--- src/rtl/nibble_spi_pkg.sv ---
// Shared types and constants for the nibble-serial SPI receive path.
package nibble_spi_pkg;

    localparam int unsigned NIBBLE_W        = 4;
    localparam int unsigned BYTE_W          = 8;
    localparam int unsigned SYNC_STAGES_DEF = 2;

    typedef enum logic [1:0] {
        IDLE = 2'd0,
        HI   = 2'd1,
        LO   = 2'd2
    } rx_state_t;

    // One synchroniser stage: all link inputs travel together to stay aligned.
    typedef struct packed {
        logic                strb;
        logic                en;
        logic [NIBBLE_W-1:0] data;
    } link_t;

endpackage

--- src/rtl/byte_fifo.sv ---
// Small byte buffer with registered head output; a push into a full buffer
// without a simultaneous pop is dropped and reported on drop_c.
module byte_fifo
    import nibble_spi_pkg::*;
#(
    parameter int unsigned WIDTH = BYTE_W,
    parameter int unsigned DEPTH = 4
) (
    input  logic             clk,
    input  logic             rst_n,
    input  logic             push,
    input  logic [WIDTH-1:0] din,
    input  logic             pop,
    output logic [WIDTH-1:0] dout,
    output logic             full,
    output logic             empty,
    output logic             drop_c
);

    localparam int unsigned PTR_W = $clog2(DEPTH);
    localparam int unsigned CNT_W = PTR_W + 1;

    logic [WIDTH-1:0] mem_q [DEPTH];
    logic [WIDTH-1:0] mem_d [DEPTH];
    logic [PTR_W-1:0] wr_ptr_q, wr_ptr_d;
    logic [PTR_W-1:0] rd_ptr_q, rd_ptr_d;
    logic [CNT_W-1:0] count_q, count_d;
    logic [WIDTH-1:0] dout_q, dout_d;
    logic             full_q, full_d;
    logic             empty_q, empty_d;
    logic             push_ok;
    logic             pop_ok;

    always_comb begin
        pop_ok   = pop && !empty_q;
        push_ok  = push && (!full_q || pop_ok);
        drop_c   = push && full_q && !pop_ok;
        mem_d    = mem_q;
        if (push_ok) begin
            mem_d[wr_ptr_q] = din;
        end
        wr_ptr_d = wr_ptr_q + PTR_W'(push_ok);
        rd_ptr_d = rd_ptr_q + PTR_W'(pop_ok);
        count_d  = count_q + CNT_W'(push_ok) - CNT_W'(pop_ok);
        full_d   = (count_d == CNT_W'(DEPTH));
        empty_d  = (count_d == '0);
        // Head is registered so it holds its last value once the buffer empties.
        dout_d   = empty_d ? dout_q : mem_d[rd_ptr_d];
    end

    always_ff @(posedge clk or negedge rst_n) begin
        if (!rst_n) begin
            mem_q    <= '{default: '0};
            wr_ptr_q <= '0;
            rd_ptr_q <= '0;
            count_q  <= '0;
            dout_q   <= '0;
            full_q   <= 1'b0;
            empty_q  <= 1'b1;
        end else begin
            mem_q    <= mem_d;
            wr_ptr_q <= wr_ptr_d;
            rd_ptr_q <= rd_ptr_d;
            count_q  <= count_d;
            dout_q   <= dout_d;
            full_q   <= full_d;
            empty_q  <= empty_d;
        end
    end

    assign dout  = dout_q;
    assign full  = full_q;
    assign empty = empty_q;

endmodule

--- src/rtl/nibble_spi_rx.sv ---
// Receive stage for the nibble-serial SPI link: synchronises the link,
// pairs high/low nibbles into bytes and buffers them for a valid/ready consumer.
module nibble_spi_rx
    import nibble_spi_pkg::*;
#(
    parameter int unsigned FIFO_DEPTH  = 4,
    parameter int unsigned SYNC_STAGES = SYNC_STAGES_DEF
) (
    input  logic                clk,
    input  logic                rst_n,
    input  logic                spi_clk_in,
    input  logic                spi_en_in,
    input  logic [NIBBLE_W-1:0] spi_data_in,
    output logic [BYTE_W-1:0]   byte_out,
    output logic                byte_valid,
    input  logic                byte_ready,
    output logic                overflow,
    output logic                frame_err,
    output logic                busy
);

    link_t                   link_in;
    link_t [SYNC_STAGES-1:0] sync_q, sync_d;
    logic                    strb_prev_q, strb_prev_d;
    logic                    edge_q, edge_d;
    logic                    en_q, en_d;
    logic [NIBBLE_W-1:0]     nib_q, nib_d;
    logic [NIBBLE_W-1:0]     hi_q, hi_d;
    rx_state_t               state_q, state_d;
    logic                    frame_err_q, frame_err_d;
    logic                    overflow_q, overflow_d;
    logic                    busy_q, busy_d;
    logic                    push_c;
    logic                    pop_c;
    logic                    fifo_full;
    logic                    fifo_empty;
    logic                    drop_c;

    // Synchroniser chain plus one aligned stage carrying the strobe edge pulse.
    always_comb begin
        link_in.strb = spi_clk_in;
        link_in.en   = spi_en_in;
        link_in.data = spi_data_in;
        sync_d       = {sync_q[SYNC_STAGES-2:0], link_in};
        strb_prev_d  = sync_q[SYNC_STAGES-1].strb;
        edge_d       = sync_q[SYNC_STAGES-1].strb && !strb_prev_q;
        en_d         = sync_q[SYNC_STAGES-1].en;
        nib_d        = sync_q[SYNC_STAGES-1].data;
    end

    // Frame FSM: an edge counts only while the synchronised enable is high.
    always_comb begin
        state_d     = state_q;
        hi_d        = hi_q;
        push_c      = 1'b0;
        frame_err_d = 1'b0;
        unique case (state_q)
            IDLE: begin
                if (en_q) begin
                    if (edge_q) begin
                        hi_d    = nib_q;
                        state_d = LO;
                    end else begin
                        state_d = HI;
                    end
                end
            end
            HI: begin
                if (!en_q) begin
                    state_d = IDLE;
                end else if (edge_q) begin
                    hi_d    = nib_q;
                    state_d = LO;
                end
            end
            LO: begin
                if (!en_q) begin
                    frame_err_d = 1'b1;
                    hi_d        = '0;
                    state_d     = IDLE;
                end else if (edge_q) begin
                    push_c  = 1'b1;
                    state_d = HI;
                end
            end
            default: state_d = IDLE;
        endcase
        busy_d = (state_d != IDLE);
    end

    always_comb begin
        pop_c      = byte_ready && !fifo_empty;
        overflow_d = drop_c;
    end

    always_ff @(posedge clk or negedge rst_n) begin
        if (!rst_n) begin
            sync_q      <= '0;
            strb_prev_q <= 1'b0;
            edge_q      <= 1'b0;
            en_q        <= 1'b0;
            nib_q       <= '0;
            hi_q        <= '0;
            state_q     <= IDLE;
            frame_err_q <= 1'b0;
            overflow_q  <= 1'b0;
            busy_q      <= 1'b0;
        end else begin
            sync_q      <= sync_d;
            strb_prev_q <= strb_prev_d;
            edge_q      <= edge_d;
            en_q        <= en_d;
            nib_q       <= nib_d;
            hi_q        <= hi_d;
            state_q     <= state_d;
            frame_err_q <= frame_err_d;
            overflow_q  <= overflow_d;
            busy_q      <= busy_d;
        end
    end

    byte_fifo #(
        .WIDTH (BYTE_W),
        .DEPTH (FIFO_DEPTH)
    ) u_fifo (
        .clk    (clk),
        .rst_n  (rst_n),
        .push   (push_c),
        .din    ({hi_q, nib_q}),
        .pop    (pop_c),
        .dout   (byte_out),
        .full   (fifo_full),
        .empty  (fifo_empty),
        .drop_c (drop_c)
    );

    // A full buffer with a coincident pop still accepts; the drop itself is in the buffer.
    logic unused_full;
    assign unused_full = fifo_full;

    assign byte_valid = !fifo_empty;
    assign overflow   = overflow_q;
    assign frame_err  = frame_err_q;
    assign busy       = busy_q;

endmodule

--- config.mk ---
export PLATFORM = sky130hd
export DESIGN_NAME = nibble_spi_rx
export DESIGN_NICKNAME = d
export VERILOG_FILES = /design/src/rtl/nibble_spi_pkg.sv /design/src/rtl/byte_fifo.sv /design/src/rtl/nibble_spi_rx.sv
export SDC_FILE = /design/constraint.sdc
export NUM_CORES = 1
export LEC_CHECK = 0
export ABC_CLOCK_PERIOD_IN_PS = 3850
export CORE_UTILIZATION = 25
export CTS_CLUSTER_DIAMETER = 120
export CTS_CLUSTER_SIZE = 24
export DETAILED_ROUTE_END_ITERATION = 16
export PLACE_DENSITY = 0.4
export SETUP_SLACK_MARGIN = 0.05
export SLEW_MARGIN = 20
export SYNTH_ARGS = -nofsm -noshare
export SYNTH_HDL_FRONTEND = slang
export SYNTH_SLANG_ARGS = --single-unit
--- constraint.sdc ---
create_clock -name clk -period 3.85 [get_ports clk]
set_input_delay 0.5775 -clock clk [delete_from_list [all_inputs] [get_ports clk]]
set_output_delay 0.5775 -clock clk [all_outputs]
set_load 0.05 [all_outputs]
# Word level (Yosys, flattened, before mapping)

Cells that the tools add are included.
W data, S select, Z words.

Register bits after elaboration: 77
Latch bits: 0
Bits in writable memories: 0
Memory bits (read-only): 0
Input bits: 9
Logic and storage cells: 81
Memories: 0

Add/subtract/negate cells: 4
Multiply operators: 0
Divide/modulo/power cells: 0
Magnitude comparators: 3
Equal/unequal tests: 6
Shift-type cells: 0
Muxes and demuxes: 23
Bitwise logic cells: 2
Reductions and logical operators: 18

Operators by type and width:

| operator             | number |
|---|---|
| $bwmux W32           | 1 |
| $mux W32             | 1 |
| $mux W8              | 3 |
| $bmux W8 S2          | 1 |
| $demux W8 S2         | 1 |
| $mux W2              | 6 |
| $mux W4              | 3 |
| $pmux W4 S2          | 1 |
| $logic_and A1 B1 Y1  | 7 |
| $ge A3 B3 Y1 const B | 2 |
| $not A2 Y3           | 2 |
| $pmux W2 S3          | 1 |
| $mux W1              | 5 |
| $add A2 B1 Y2        | 2 |
| $logic_not A1 Y1     | 4 |
| $ne A2 B1 Y1 const B | 2 |
| $reduce_and A4 Y1    | 1 |
| $reduce_bool A2 Y1   | 2 |
| $add A3 B1 Y3        | 1 |
| $eq A3 B3 Y1 const B | 1 |
| $logic_not A3 Y1     | 1 |
| $lt A3 B1 Y1 const B | 1 |
| $sub A3 B1 Y3        | 1 |
| $eq A2 B1 Y1 const B | 1 |
| other kinds (5)      | 5 |

# Depth between registers and ports, before layout

Gate-level depths: netlist (run 1).

Depth after elaboration: 10
Depth in mapped cells: 14

# Hierarchy

A second synthesis (run 1) with hierarchy kept.

Cell total of the unflattened synthesis: 261
Area total of the unflattened synthesis: 3383.2 um^2

Modules (own cells, without submodules):

| module        | instances | cells each | area each (um^2) | seq. area each (um^2) |
|---|---|---|---|---|
| byte_fifo     | 1         | 199        | 2457.4           | 1227.4 |
| nibble_spi_rx | 1         | 62         | 925.9            | 700.7 |

# Worst setup path before layout (run 1)

No wires, ideal clock.

Path kind: in2reg
Start: in byte_ready
End: reg u_fifo.dout_q[0], in the netlist u_fifo.dout[0]
Arrival: 2.898 ns
Data required time: 3.756 ns
Slack: 0.858 ns
Stages on the path: 13
Buffers on the path: 2
Cell sequence: nand2b_1 buf_2 inv_1 ha_1 inv_1 ha_1 fa_1 xnor3_1 or3_1 clkbuf_1 nand3_1 o32ai_1 a211oi_1

RTL lines:

| element               | RTL line            | text |
|---|---|---|
| start, declared       | nibble_spi_rx.sv:16 | `input logic byte_ready,` |
| $logic_and A1 B1 Y1 * | nibble_spi_rx.sv:92 | `pop_c = byte_ready && !fifo_empty;` |
| $logic_and A1 B1 Y1 * | byte_fifo.sv:35     | `pop_ok = pop && !empty_q;` |
| $logic_or A1 B1 Y1    | byte_fifo.sv:36     | `push_ok = push && (!full_q \|\| pop_ok);` |
| $logic_and A1 B1 Y1   | byte_fifo.sv:36     |  |
| $add A3 B1 Y3         | byte_fifo.sv:44     | `count_d = count_q + CNT_W'(push_ok) - CNT_W'(pop_ok);` |
| $sub A3 B1 Y3 *       | byte_fifo.sv:44     |  |
| via u_fifo.count_d[2] | byte_fifo.sv:27     | `logic [CNT_W-1:0] count_q, count_d;` |
| $logic_not A3 Y1 *    | byte_fifo.sv:46     | `empty_d = (count_d == '0);` |
| end signal, assigned  | byte_fifo.sv:65     | `dout_q <= dout_d;` |
| end, declared         | byte_fifo.sv:28     | `logic [WIDTH-1:0] dout_q, dout_d;` |

The timed path passes the listed nets; every way through them passes the cells marked *. The select of a mux whose other input is x is not followed.
A chain may end at the register's enable or synchronous reset.

# Worst setup path in the final report (run 1)

Start: in byte_ready
End: reg u_fifo.dout_q[3], in the netlist u_fifo.dout[3]

RTL lines:

| element               | RTL line            | text |
|---|---|---|
| $logic_and A1 B1 Y1 * | nibble_spi_rx.sv:92 |  |
| $logic_and A1 B1 Y1 * | byte_fifo.sv:35     |  |
| $logic_or A1 B1 Y1    | byte_fifo.sv:36     |  |
| $logic_and A1 B1 Y1   | byte_fifo.sv:36     |  |
| $add A3 B1 Y3         | byte_fifo.sv:44     |  |
| $sub A3 B1 Y3 *       | byte_fifo.sv:44     |  |
| via u_fifo.count_d[1] | byte_fifo.sv:27     |  |
| $logic_not A3 Y1 *    | byte_fifo.sv:46     |  |
| via u_fifo.empty_d    | byte_fifo.sv:30     | `logic empty_q, empty_d;` |

Marks and branches as above.

==> qor.csv, run 1 <==
stage,metric,value,unit
status,status,"finished, final reports clean",
cts,cts_repair_resize_count,0,
cts,holdBufCountCts,0,
pwr,p_sw,0.966,mW
detailed_routing,drc,0,
placed_design,globalplace.congestion,0.697,
timing,fin_crit_sh,80.5,%
global_routing,grt_pass1_wl,11.1,mm
pwr,clockPowerShare,27.9,%
placed_design,place_inst,389,
detailed_routing,num_vias,1819,
pwr,irDropWorstVdd,0.337,mV
setup_path,crit_buf_inv,3,
synth,syn_inst,221,
global_routing,grt_usage,11.6,%
cts,clockBufferDepth,2,
setup_path,critPathMaxFanout,10,
synth,yosys_most_used_dff,dfrtp_1,
floorplanning,dieArea,12800,um^2
synth,yosys_warnings,0,
global_routing,grt_start_max_net_pins,78,
setup_path,cpMaxStageDelayCell,or3_1,
placed_design,dp_hpwl,4.40,mm
synth,synth_seq_area_share,62.3,%
job,max_cap_viol_count,0,
synth,syn-cell-area,3090,um^2
timing,hold_viol,0,
floorplanning,core-area,12000,um^2
detailed_routing,firstDrtPassIters,4,
pwr,p_int,1.72,mW
setup_path,worst_ep_arrival_time,3.34,ns
timing,max_slew_margin,64.9,%
timing,finalSetupViolCount,0,
global_routing,grt_pass1_vias,2026,
synth,yosys-top-cells-area,"dfrtp_1 (61%), mux2_2 (11%), a2111oi_4 (2.7%)",
global_routing,overflow,0,
pwr,powerDensity,711,nW/um^2
layout,fin_nets,268,
worst_hold_path,hp-class,in -> async,
synth,synth_area_per_cell,14.0,um^2
timing,max_freq,323,MHz
setup_path,cp_slowest_stage_delay,0.58,ns
layout,diodes,0,
synth,yosys.cell_count.top_type,dfrtp_1,
setup_path,path_class,in -> reg,
pwr,combPwrFrac,33.0,%
synth,synth-edff-count,0,
synth,synth_top_area_cell,dfrtp_1,
placed_design,portBuffers,20,
layout,drive_gt1_share,23.3,%
timing,slew_violations,0,
timing,rsz0062_at_grt,false,
timing,fin_crit,3.10,ns
timing,tightest_slew,0.526,ns
detailed_routing,drtAntennaViolNets,0,
floorplanning,dieWidth,113,um
layout,area_delta_synth_final,22.2,%
timing,clock_skew,0.00817,ns
setup_path,worstPathCellList,clkdlybuf4s50_1 > nand2b_1 > buf_4 > a21oi_1 > ha_1 > fa_1 > or3_1 > inv_2 > nor2_1 > a211oi_1,
synth,synth.distinct_cells,40,
cts,cts_setup_buffers,0,
cts,clock_latency,0.33,ns
cts,cts_tree,built,
layout,finalNonFillerCells,405,
pwr,p_sw_share,35.9,%
global_routing,grt_antenna_before_repair,0,
pwr,p_seq_share,39.1,%
synth,yosysTopAreaCellShare,61.5,%
detailed_routing,drtIter0Drc,42,
synth,yosys-top-cells-count,"dfrtp_1 (76), mux2_2 (30), nor2_1 (16)",
cts,h-tree-depth,3,
floorplanning,num_rows,40,
synth,async_reset_ff_share,100,%
floorplanning,initial_core_util,25.7,%
floorplanning,die_height,113,um
cts,root_buffer,clkbuf_16,
cts,cts_sinks,77,
setup_path,end_kind,flip-flop,
floorplanning,ioPinCount,21,
synth,synth-seq-cells,77,
pwr,p_leak,1.72,nW
detailed_routing,detail_route.wl_per_cell,16.2,um
synth,synthesis.nets,235,
timing,hold_ws,0.184,ns
setup_path,critical_path_required,4.09,ns
detailed_routing,wl,6.58,mm
setup_path,critical-path-top-delay-family,buffers and inverters,
detailed_routing,vias_per_cell,4.49,
setup_path,start_kind,input pin,
cts,cts_buffers,9,
timing,setup_tns,0,ns
layout,utilization,31.5,%
pwr,p_total,2.69,mW
cts,clkTransAtPathRegs,0.06,ns
==> state kept, by name (all words and copies together) (netlist names) <==
register,flops
nib_q,4
strb_prev_d,1
hi_q,4
state_q,2
nib_d,4
en_q,1
frame_err,1
u_fifo.count_q,3
u_fifo.mem_q,32
u_fifo.rd_ptr_q,2
u_fifo.full,1
en_d,1
busy,1
u_fifo.dout,8
overflow,1
u_fifo.empty,1
u_fifo.wr_ptr_q,2
edge_q,1
strb_prev_q,1
sync_d,6
==> cell type report <==
| class | count | area, um^2 |
|---|---|---|
| Clock buffer | 11 | 233 |
| Clock inverter | 4 | 26.3 |
| Fill cell | 1216 | 8230 |
| Inverter | 15 | 56.3 |
| Multi-Input combinational cell | 123 | 1080 |
| Sequential cell | 77 | 1930 |
| Tap cell | 147 | 184 |
| Timing Repair Buffer | 28 | 270 |
==> per-stage QoR <==
stage / setup WS, ns / instance area, um^2
3_3_place_gp: 0.426 / 3500
5_1_grt: 0.548 / 3780
2_1_floorplan: 0.858 / 3090
6_report: 0.752 / 3780
4_1_cts: 0.714 / 3760
3_5_place_dp: 0.357 / 3500
==> cells by family (layout without fill, tap and decap cells) <==
group | Yosys count | count (layout) | synth area share, %
DFF | 77 | 77 | 62.3
AOI/OAI and AO/OA | 39 | 39 | 11.2
muxes | 38 | 38 | 13.5
and+or+nand+nor | 37 | 37 | 6.43
buffers and inverters | 21 | 58 | 2.71
adders and majority gates | 5 | 5 | 2.27
xor gates and xnor gates | 4 | 4 | 1.58
==> cell usage in the layout, fill, tap and decap left out, types with 3 or more instances in the layout <==
master	instances
a2111oi_4	3
a211oi_1	5
a21oi_1	6
buf_4	8
clkbuf_16	9
clkdlybuf4s50_1	19
dfrtp_1	76
ha_1	4
inv_1	14
mux2_2	30
mux2i_1	8
nand2_1	4
nor2_1	16
nor3_1	4
o211ai_1	6
o22ai_1	4
o32ai_1	5
==> power groups by stage <==
| stage | registers, mW | logic [mW] | clock network, mW |
|---|---|---|---|
| 2_1_floorplan | 1.15 | 0.539 | 0 |
| 3_3_place_gp | 1.07 | 0.884 | 0 |
| 3_5_place_dp | 1.07 | 0.896 | 0 |
| 4_1_cts | 1.05 | 0.897 | 0.781 |
| 5_1_grt | 1.07 | 0.981 | 0.811 |
| 6_report | 1.05 | 0.888 | 0.750 |
==> layer usage <==
layer | part of all wire [%] | routed length [um] | track usage [%] | vias up
li1 | - | - | - | 860
met1 | 49 | 3200 | 15.3 | 923
met2 | 46 | 3040 | 17.6 | 26
met3 | 3.1 | 203 | 3.37 | 10
met4 | 1.9 | 127 | 5.26 | 0
met5 | 0 | 0 | 0 | -
==> worst paths after layout <==
check / slack (ns) / end / startpoint / cells after the start
worst max register to register: 0.84 / u_fifo.dout[3]$_DFFE_PN0P_ / u_fifo.empty$_DFF_PN1_ / 11
worst min register to register: 0.35 / strb_prev_d$_DFF_PN0_ / sync_d[11]$_DFF_PN0_ / 0
min in group clk: 0.35 / strb_prev_d$_DFF_PN0_ / sync_d[11]$_DFF_PN0_ / 0
worst min-delay path: 0.18 / sync_d[8]$_DFF_PN0_ / rst_n / 1
worst max-delay path: 0.75 / u_fifo.dout[3]$_DFFE_PN0P_ / byte_ready / 10
max in group asynchronous: 3.07 / busy$_DFF_PN0_ / rst_n / 2
Note: power is estimated with default switching activity, not from simulation.
==> inputs of run 2 (changes only) <==
--- a/config.mk
+++ b/config.mk
@@ -5,7 +5,7 @@
 export SDC_FILE = /design/constraint.sdc
 export NUM_CORES = 1
 export LEC_CHECK = 0
-export ABC_CLOCK_PERIOD_IN_PS = 3850
+export ABC_CLOCK_PERIOD_IN_PS = 3200
 export CORE_UTILIZATION = 25
 export CTS_CLUSTER_DIAMETER = 120
 export CTS_CLUSTER_SIZE = 24
==> constraint.sdc (replaced) <==
create_clock -name clk -period 3.2 [get_ports clk]
set_input_delay 0.48 -clock clk [delete_from_list [all_inputs] [get_ports clk]]
set_output_delay 0.48 -clock clk [all_outputs]
set_load 0.05 [all_outputs]
==> qor.csv, run 2 (synthesis results as in run 1) <==
stage,metric,value,unit,change
timing,max_slew_margin,54.3,%,-11 points
placed_design,place_area,3540,um^2,+1.3%
floorplanning,dieWidth,113,um,unchanged
cts,root_buffer,clkbuf_16,,
timing,tightest_slew,0.685,ns,+0.159 ns
global_routing,grt_usage,11.4,%,-0.18 points
layout,utilization,32.3,%,+0.80 points
cts,h-tree-depth,3,,unchanged
worst_hold_path,hp-class,in -> async,,
pwr,p_total,3.50,mW,+30%
global_routing,grt_pass1_vias,1905,,-6.0%
detailed_routing,wl,6.44,mm,-2.1%
floorplanning,core-area,12000,um^2,unchanged
timing,rsz0062_at_grt,false,,
timing,slew_violations,0,,unchanged
job,max_cap_viol_count,0,,unchanged
cts,cts_sinks,77,,unchanged
pwr,irDropWorstVdd,0.326,mV,-3.3%
timing,setup_tns,0,ns,unchanged
setup_path,critPathMaxFanout,6,,-4
global_routing,grt_antenna_before_repair,0,,unchanged
floorplanning,num_rows,40,,unchanged
setup_path,cp_slowest_stage_delay,0.48,ns,-0.10 ns
timing,max_freq,343,MHz,
setup_path,critical-path-top-delay-family,simple AND/OR/NAND/NOR gates,,
setup_path,end_kind,flip-flop,,
status,status,"finished, final reports clean",,
floorplanning,ioPinCount,21,,unchanged
layout,largest_reg_flops,32,,unchanged
pwr,powerDensity,902,nW/um^2,+27%
timing,fin_crit,2.92,ns,
detailed_routing,firstDrtPassIters,4,,unchanged
global_routing,overflow,0,,unchanged
setup_path,crit_path_end,u_fifo.dout[3]$_DFFE_PN0P_,,
placed_design,place_inst,395,,+1.5%
layout,area_delta_synth_final,25.3,%,
layout,layout_commonest_cell,dfrtp_1,,
layout,diodes,0,,unchanged
cts,clkTransAtPathRegs,0.06,ns,about the same
placed_design,dp_hpwl,4.29,mm,-2.6%
floorplanning,die_height,113,um,unchanged
placed_design,portBuffers,20,,unchanged
detailed_routing,drtIter0Drc,52,,+24%
cts,clockBufferDepth,2,,unchanged
detailed_routing,detail_route.wl_per_cell,15.7,um,-3.5%
cts,cts_buffers,9,,unchanged
detailed_routing,num_vias,1847,,+1.5%
timing,hold_ws,0.166,ns,-0.0183 ns
detailed_routing,drtAntennaViolNets,0,,unchanged
setup_path,r2r_slack,0.32,ns,-0.52 ns
placed_design,dp_slack,-0.0259,ns,-0.383 ns
layout,most-common-layout-cells,"dfrtp_1 (75), mux2_2 (30), clkdlybuf4s50_1 (19)",,
detailed_routing,drc,0,,unchanged
global_routing,grt_pass1_wl,10.7,mm,-3.1%
setup_path,path_class,in -> reg,,
setup_path,r2r.worst_path.cells,11,,unchanged
cts,clock_latency,0.34,ns,about the same
detailed_routing,vias_per_cell,4.49,,about the same
timing,clock_skew,0.00730,ns,-0.000869 ns
floorplanning,dieArea,12800,um^2,unchanged
setup_path,rr_startpoint,u_fifo.empty$_DFF_PN1_,,
placed_design,globalplace.congestion,0.695,,-0.26%
setup_path,start_kind,input pin,,
setup_path,cpMaxStageDelayCell,or3_1,,
global_routing,grt_start_max_net_pins,78,,unchanged
layout,finalNonFillerCells,411,,+1.5%
pwr,p_leak,1.78,nW,+3.2%
layout,drive_gt1_share,25.8,%,+2.5 points
setup_path,worst-path-stages,10,,unchanged
timing,finalSetupViolCount,0,,unchanged
setup_path,crit_start,byte_ready,,
layout,design_area,3870,um^2,+2.5%
setup_path,crit_buf_inv,2,,-1
cts,cts_tree,built,,
timing,setup_slack,0.283,ns,-0.468 ns
floorplanning,initial_core_util,25.7,%,unchanged
layout,fin_nets,273,,+1.9%
setup_path,critical_path_required,3.44,ns,-0.65 ns
timing,hold_viol,0,,unchanged
timing,fin_crit_sh,91.1,%,
setup_path,reg2reg_to,u_fifo.dout[3]$_DFFE_PN0P_,,
setup_path,worst_ep_arrival_time,3.15,ns,-0.19 ns
layout,regMostFlops,u_fifo.mem_q,,
setup_path,worstPathCellList,clkdlybuf4s50_1 > nand2b_1 > buf_4 > a21oi_1 > ha_1 > fa_1 > or3_1 > nand3_1 > o32ai_1 > a211oi_1,,
==> run 2: power by group <==
group | switching (mW) | internal, mW
Combinational | 0.675 | 0.457
Clock | 0.399 | 0.707
Sequential | 0.120 | 1.14
==> run 2: worst register-to-register path: cells and delay by family, from the launching register on <==
family | cells | cell delay, ns
buf+inv | 2 | 0.09
simple gates | 3 | 0.77
compound gates | 2 | 0.38
xor+xnor | 1 | 0.21
flops | 1 | 0.52
fa+ha+maj | 3 | 0.83
==> run 2: worst min-delay path by stage <==
stage | start | endpoint | slack (ns) | cells after the start
after floorplan | rst_n | busy$_DFF_PN0_ | 0.18 | 0
after global placement | nib_d[0]$_DFF_PN0_ | nib_q[0]$_DFF_PN0_ | 0.33 | 0
after detailed placement | sync_d[10]$_DFF_PN0_ | en_d$_DFF_PN0_ | 0.33 | 0
after CTS | sync_d[10]$_DFF_PN0_ | en_d$_DFF_PN0_ | 0.35 | 0
after global routing | rst_n | sync_d[8]$_DFF_PN0_ | 0.23 | 1
final | rst_n | sync_d[8]$_DFF_PN0_ | 0.17 | 1
==> run 2: what timing repair did <==
| item | CTS | global route |
|---|---|---|
| hold buffers | 0 | 0 |
| endpoints found under the setup margin | 0 | 1 |
| resized for setup | 0 | 1 |
| buffers inserted | 0 | 0 |
==> run 2: layout make-up <==
cell class,count,area (um^2)
fill,1202,8140
sequential,77,1930
multi-input combinational,123,1080
timing repair buffer,33,299
clock buffer,11,243
tap,147,184
clock inverter,5,82.6
inverter,15,56.3
==> run 2: metal layers <==
layer  vias to the layer above  track usage, %  wire (um)
met5                         -               0          0
met4                         0            5.26        126
met3                        11            3.48        209
met2                        28            16.6       2920
met1                       934            15.6       3190
li1                        874               -          -
